--- config.mk ---
export PLATFORM = sky130hd
export DESIGN_NAME = output_display
export DESIGN_NICKNAME = d
export VERILOG_FILES = /design/src/rtl/output_display.sv
export SDC_FILE = /design/constraint.sdc
export NUM_CORES = 1
export LEC_CHECK = 0
export ABC_AREA = 1
export CAP_MARGIN = 5
export CORE_MARGIN = 2
export CORE_UTILIZATION = 50
export CTS_CLUSTER_SIZE = 30
export DETAILED_ROUTE_END_ITERATION = 8
export MAX_ROUTING_LAYER = met4
export PLACE_DENSITY = 0.79
export SLEW_MARGIN = 5
export SYNTH_ARGS = -nofsm -noshare
export SYNTH_HDL_FRONTEND = slang
export SYNTH_SLANG_ARGS = --single-unit
export TNS_END_PERCENT = 20
--- constraint.sdc ---
create_clock -name CLK -period 1.55 [get_ports CLK]
set_clock_uncertainty 0.05 [all_clocks]
set_input_delay 0.2325 -clock CLK [delete_from_list [all_inputs] [get_ports CLK]]
set_output_delay 0.2325 -clock CLK [all_outputs]
set_load 0.005 [all_outputs]
--- src/rtl/output_display.sv ---
//==============================================================================
// output_display : 4-digit multiplexed common-anode 7-segment driver for OUT.
// Optional decimal format via `define DECIMAL_MODE_EN.   Revision: 1.0
//==============================================================================
`timescale 1ns/1ps
`default_nettype none

module output_display #(
  parameter int REFRESH_DIV        = 100000,
  parameter bit LEADING_ZERO_BLANK = 1'b0
) (
  input  logic        CLK,
  input  logic        ACLR_L,
  input  logic [15:0] DATA_IN,
  output logic [6:0]  SEG_L,
  output logic        DP_L,
  output logic [3:0]  AN_L
);

  localparam int            CNT_W  = $clog2(REFRESH_DIV);
  localparam logic [CNT_W-1:0] TC_VAL = CNT_W'(REFRESH_DIV - 1);

  logic [CNT_W-1:0] cnt_q, cnt_d;
  logic [1:0]       idx_q, idx_d;
  logic [15:0]      snap_q, snap_d;
  logic [3:0]       an_q, an_d;
  logic [6:0]       seg_q, seg_d;
  logic             tc, load;
  logic [19:0]      disp, disp_sh;
  logic             blank;

  function automatic logic [6:0] seg_lut(input logic [3:0] nib);
    case (nib)
      4'h0: seg_lut = 7'h40;  4'h1: seg_lut = 7'h79;
      4'h2: seg_lut = 7'h24;  4'h3: seg_lut = 7'h30;
      4'h4: seg_lut = 7'h19;  4'h5: seg_lut = 7'h12;
      4'h6: seg_lut = 7'h02;  4'h7: seg_lut = 7'h78;
      4'h8: seg_lut = 7'h00;  4'h9: seg_lut = 7'h10;
      4'hA: seg_lut = 7'h08;  4'hB: seg_lut = 7'h03;
      4'hC: seg_lut = 7'h46;  4'hD: seg_lut = 7'h21;
      4'hE: seg_lut = 7'h06;  default: seg_lut = 7'h0E;
    endcase
  endfunction

  // Snapshot only at the frame wrap so all four digits come from one value
  always_comb begin
    tc     = (cnt_q == TC_VAL);
    load   = tc && (idx_q == 2'd3);
    cnt_d  = tc ? '0 : cnt_q + 1'b1;
    idx_d  = tc ? idx_q + 2'd1 : idx_q;
    snap_d = load ? DATA_IN : snap_q;
  end

`ifdef DECIMAL_MODE_EN
  typedef enum logic [1:0] {
    ST_IDLE  = 2'd0,
    ST_SHIFT = 2'd1,
    ST_DONE  = 2'd2
  } conv_state_t;

  conv_state_t state_q, state_d;
  logic [35:0] sr_q, sr_d;
  logic [3:0]  bit_q, bit_d;
  logic [19:0] res_q, res_d;
  logic [19:0] bcd_adj;
  logic        dp_q, dp_d;

  always_comb begin
    state_d = state_q;
    sr_d    = sr_q;
    bit_d   = bit_q;
    res_d   = res_q;
    bcd_adj = sr_q[35:16];
    for (int k = 0; k < 5; k++) begin
      if (bcd_adj[4*k +: 4] >= 4'd5) bcd_adj[4*k +: 4] = bcd_adj[4*k +: 4] + 4'd3;
    end
    case (state_q)
      ST_IDLE: ;
      ST_SHIFT: begin
        sr_d  = {bcd_adj, sr_q[15:0]} << 1;
        bit_d = bit_q + 4'd1;
        if (bit_q == 4'd15) state_d = ST_DONE;
      end
      ST_DONE: begin
        res_d   = sr_q[35:16];
        state_d = ST_IDLE;
      end
      default: state_d = ST_IDLE;
    endcase
    // A fresh snapshot always wins, even mid-conversion
    if (load) begin
      state_d = ST_SHIFT;
      sr_d    = {20'd0, snap_d};
      bit_d   = 4'd0;
    end
  end

  always_ff @(posedge CLK or negedge ACLR_L) begin
    if (!ACLR_L) begin
      state_q <= ST_IDLE;
      sr_q    <= '0;
      bit_q   <= '0;
      res_q   <= '0;
      dp_q    <= 1'b1;
    end else begin
      state_q <= state_d;
      sr_q    <= sr_d;
      bit_q   <= bit_d;
      res_q   <= res_d;
      dp_q    <= dp_d;
    end
  end

  always_comb begin
    disp = res_q;
    dp_d = !((idx_q == 2'd3) && (res_q[19:16] != 4'd0));
  end
  assign DP_L = dp_q;
`else
  always_comb disp = {4'd0, snap_q};
  assign DP_L = 1'b1;
`endif

  // A digit is blank when it and every digit above it (incl. overflow) are zero
  always_comb begin
    disp_sh = disp >> {idx_q, 2'b00};
    blank   = LEADING_ZERO_BLANK && (idx_q != 2'd0) && (disp_sh == 20'd0);
    seg_d   = blank ? 7'h7F : seg_lut(disp_sh[3:0]);
    an_d    = ~(4'b0001 << idx_q);
  end

  always_ff @(posedge CLK or negedge ACLR_L) begin
    if (!ACLR_L) begin
      cnt_q  <= '0;
      idx_q  <= '0;
      snap_q <= '0;
      an_q   <= 4'b1110;
      seg_q  <= 7'h40;
    end else begin
      cnt_q  <= cnt_d;
      idx_q  <= idx_d;
      snap_q <= snap_d;
      an_q   <= an_d;
      seg_q  <= seg_d;
    end
  end

  assign AN_L  = an_q;
  assign SEG_L = seg_q;

endmodule

`default_nettype wire
-- After elaboration in Yosys (flattened, before gate mapping)
Memory sizes are Yosys's and may differ from the RTL's. A register that Yosys moved wholly into a read port is not among the register bits.
Index checks and enable logic that the tools add are counted.
Widths: inputs -> output; s select.
- word-level logic and storage cells: 15
- RAM bits: 0
- ROM bits: 112
- register bits after elaboration: 39
- memories kept: 1
- bits of input ports: 18
- bits in latches: 0
- memories (memory ; depth ; bits a word ; rd ports ; clocked after Yosys merged registers in ; wr ports ; line ; text):
    (no name shown) ; 16 ; 7 ; 1 ; 1 ; 0 ; 33 ; case (nib)
- $add $sub $neg: 2
- bitwise logic cells: 1
- multiplexer cells: 1
- shift-type cells: 2
- reductions and logical operators: 2
- divide/modulo/power cells: 0
- $lt $le $gt $ge: 0
- equality and inequality tests: 2
- multipliers: 0
- operators with widths (kind ; number):
    $add 17x1->17 const B ; 1
    $eq 17x17->1 const B ; 1
    $mux 17 ; 1
    $shr 16x4->4 ; 1
    $not 4->4 ; 1
    $shl 1x2->4 const A ; 1
    $add 2x1->2 const B ; 1
    $eq 2x2->1 const B ; 1
    $logic_and 1x1->1 ; 1
    $logic_not 1->1 ; 1

-- Depth between registers and ports, before layout
- depth in word-level cells: 2
- depth in mapped cells: 11
- mapped depth without buffers: 10

-- Least setup slack after synthesis
Ideal clock, no wire load.
- path type: reg2reg
- from: register idx_q[0]
- to: register seg_q[5], in the netlist SEG_L[5]
- path buffers: 1
- clock period less this slack: 1.563 ns
- required time: 1.374 ns
- cell stages (with the launch flop): 12
- slack: -0.013 ns
- arrival: 1.387 ns
- cell sequence: dfrtp_1 buf_4 inv_4 nand2_1 nand3_1 nand2_1 inv_1 ha_1 nand3_1 nand2_1 nand2_1 o21ai_1
- longest elaborated chain between the ends: 1
- ends and longest elaborated chain (item ; line ; text):
    start, declared ; 24 ; logic [1:0] idx_q, idx_d;
    start signal, assigned ; 141 ; idx_q <= idx_d;
    $shr 16x4->4 ; 126 ; disp_sh = disp >> {idx_q, 2'b00};
    end, declared ; 27 ; logic [6:0] seg_q, seg_d;
Every way passes these cells.
A chain may end at the register's enable or synchronous reset.

-- Worst setup path after layout
- from: register cnt_q[0]
- to: register snap_q[12]
- longest elaborated chain between the ends: 2
- ends and longest elaborated chain (item ; line ; text):
    start, declared ; 23 ; logic [CNT_W-1:0] cnt_q, cnt_d;
    start signal, assigned ; 140 ; cnt_q <= cnt_d;
    $eq 17x17->1 ; 47 ; tc = (cnt_q == TC_VAL);
    $logic_and 1x1->1 ; 48 ; load = tc && (idx_q == 2'd3);
    end signal, assigned ; 142 ; snap_q <= snap_d;
    end, declared ; 25 ; logic [15:0] snap_q, snap_d;
Every way passes these cells.

==> qor.yml <==
synthesis:
  yosysTopAreaCell: "dfrtp_1"
  synth.avg_cell_area_sq_um: 7.74
  yosysWarnings: 0
  synth_top_area_share: 0.414
  synth-main-ff-cell: "dfrtp_1"
  synthArstFlopShare: 1.00
  synthesis.area_sq_um: 2540
  synth_edf_count: 0
  synth-seq-area-share: 0.455
  synth_common_cells: "nand2_1, dfrtp_1, nor2_1"
  ys_ff_latch: 46
  synth_cells: 328
  synth.most_common_cell: "nand2_1"
  syn_nets: 357
  synthTopCellsByArea: "dfrtp_1, nand2_1, nand4_1"
  synth_cell_types: 27
final_layout:
  diodes: 0
  final_area_sq_um: 3250
  seq_area_sq_um: 1160
  post-route-util: 0.675
  layout-drive-gt1-share: 0.194
  fill_cells: 401
  multi_input_area_sq_um: 1300
  area_growth_pct: 28.0
  final_cells: 443
  fin_nets: 404
worst_setup_path:
  arrival_ps: 1700
  critPathMaxFanout: 8
  timing.rr.end: "snap_q[12]$_DFFE_PN0P_"
  worst_ep_required_time_ps: 1750
  cp-start-kind: "flip-flop"
  worstSetupStartpoint: "cnt_q[0]$_DFF_PN0_"
  cp-endpoint: "snap_q[12]$_DFFE_PN0P_"
  end_kind: "flip-flop"
  reg2reg_slack_ps: 40
  r2r_cells: 8
  path_class: "flip-flop to flip-flop"
  r2r_start: "cnt_q[0]$_DFF_PN0_"
route:
  via_count: 2227
  wl_per_cell_um: 12.8
  drc_errors: 0
  drtIter0Drc: 148
  firstDrtPassIters: 4
  final_antenna_net_count: 0
  wirelength_um: 5690
  vias_per_cell: 5.03
global_route:
  grt_max_degree: 47
  grt_pass1_vias: 2075
  antenna_found_initial: 0
  overflow: 0
  grt_first_pass_wirelength_um: 8970
  grt_use_total: 0.217
place:
  dpl_cell_area_sq_um: 2990
  dp.final_hpwl_um: 3910
  dp_slack_ps: -3.24
  gp_congestion: 0.893
  port_buffers: 28
  placed_cells: 433
timing:
  min_period_over_period: 0.973
  slew_violations: 0
  fin_ws_ps: 41.7
  setup_viol: 0
  period_needed_ps: 1510
  hold_viol: 0
  fmax_mhz: 663
  rsz0062_at_grt: "true"
  setup_tns_ps: 0
  whs_ps: 376
floorplan:
  row_count: 25
  initial_utilization: 0.527
  die_h_um: 75.3
  core_sq_um: 4820
  dieArea_sq_um: 5670
  num_io_pins: 30
  fp.dieW_um: 75.3
flow_run:
  cap_violations: 0
clocking:
  clk_latency_ps: 300
  clock-root-buffer: "clkbuf_8"
  cts_tree: "built"
  cts_buffer_depth: 2
  h-tree-depth: 2
  cts_made_buffers: 5
  clock_sinks: 46
  path_clk_slew_ps: 90
power_and_ir_drop:
  p_per_area_nw_per_um2: 671
  p_leak_nw: 1.57
  power.total_mw: 2.18
  vdd_ir_drop_max_v: 0.000428
run_status:
  outcome: "completed"
min_path:
  hp-class: "input pin to asynchronous set/reset pin"
worst max-delay path, stage by stage (launching register included):
cell	delay [ps]
dfrtp_1	380
ha_2	190
nand2_2	70
nor2_4	190
inv_2	90
nor2_4	160
buf_6	150
nand4_1	70
nand2_1	80
area by class of cell:
class / instances / share of cell area
multi-input combinational: 236 / 0.399
clock inverter: 3 / 0.0135
timing repair buffer: 48 / 0.137
clock buffer: 5 / 0.0212
sequential: 46 / 0.357
inverter: 38 / 0.0462
tap: 67 / 0.0258
placed cells by master (no fill, tap or decap), types with 2 or more instances in the layout:
master / n
inv_2: 7
nand3_2: 7
dlygate4sd2_1: 4
ha_4: 3
nor3_1: 2
dfrtp_2: 3
nand3_1: 16
nand2_4: 5
buf_4: 15
o21ai_1: 3
clkdlybuf4s50_1: 23
nand4_1: 23
o21ai_0: 3
ha_2: 3
clkbuf_8: 5
nor2_4: 2
ha_1: 5
nand2_2: 3
dfstp_2: 4
xor2_1: 6
dfrtp_1: 39
inv_6: 2
nor2_2: 4
nor2_1: 31
inv_1: 28
nand2_1: 116
buf_6: 3
timing repair:
item,CTS,global route
resized for setup,6,34
endpoints found under the hold margin,42,0
setup endpoints to repair,7,31
pin swaps,0,20
hold buffers,1,0
buffers inserted,0,1
power breakdown:
group / switching (mW) / leakage [nW] / internal [mW]
Clock: 0.425 / 0.0585 / 0.483
Sequential: 0 / 0.511 / 1.20
Combinational: 0.0302 / 1.00 / 0.0427
Total: 0.455 / 1.57 / 1.73
sequential cells by signal, indices dropped and copies added, names as in the netlist:
signal  count
AN_L        4
SEG_L       7
snap_q     16
cnt_q      17
idx_q       2
routing by layer:
metal	vias up	routed length (um)	global-route usage	share of wire
li1	1124	-	-	-
met1	1029	2570	0.279	0.45
met2	63	2690	0.334	0.47
met3	11	280	0.0509	0.049
met4	0	144	0.0799	0.025
met5	-	0	-	0
worst min path at each step:
stage,startpoint,to,cells after the start
2_1_floorplan,ACLR_L,AN_L[0]$_DFF_PN0_,0
3_3_place_gp,ACLR_L,cnt_q[15]$_DFF_PN0_,2
3_5_place_dp,ACLR_L,cnt_q[11]$_DFF_PN0_,2
4_1_cts,ACLR_L,cnt_q[11]$_DFF_PN0_,3
5_1_grt,ACLR_L,cnt_q[7]$_DFF_PN0_,3
6_report,ACLR_L,cnt_q[11]$_DFF_PN0_,3
cell families (layout without fill, tap and decap cells):
family	count (synthesis)	count (layout)	share of synthesized area
and+or+nand+nor	211	211	0.373
DFF	46	46	0.455
buffers and inverters	46	94	0.0803
adders and majority gates	11	11	0.0542
xor gates and xnor gates	7	7	0.0241
AOI/OAI and AO/OA	6	6	0.0118
other	1	1	0.00148
Note: power is estimated with default switching activity, not from simulation.
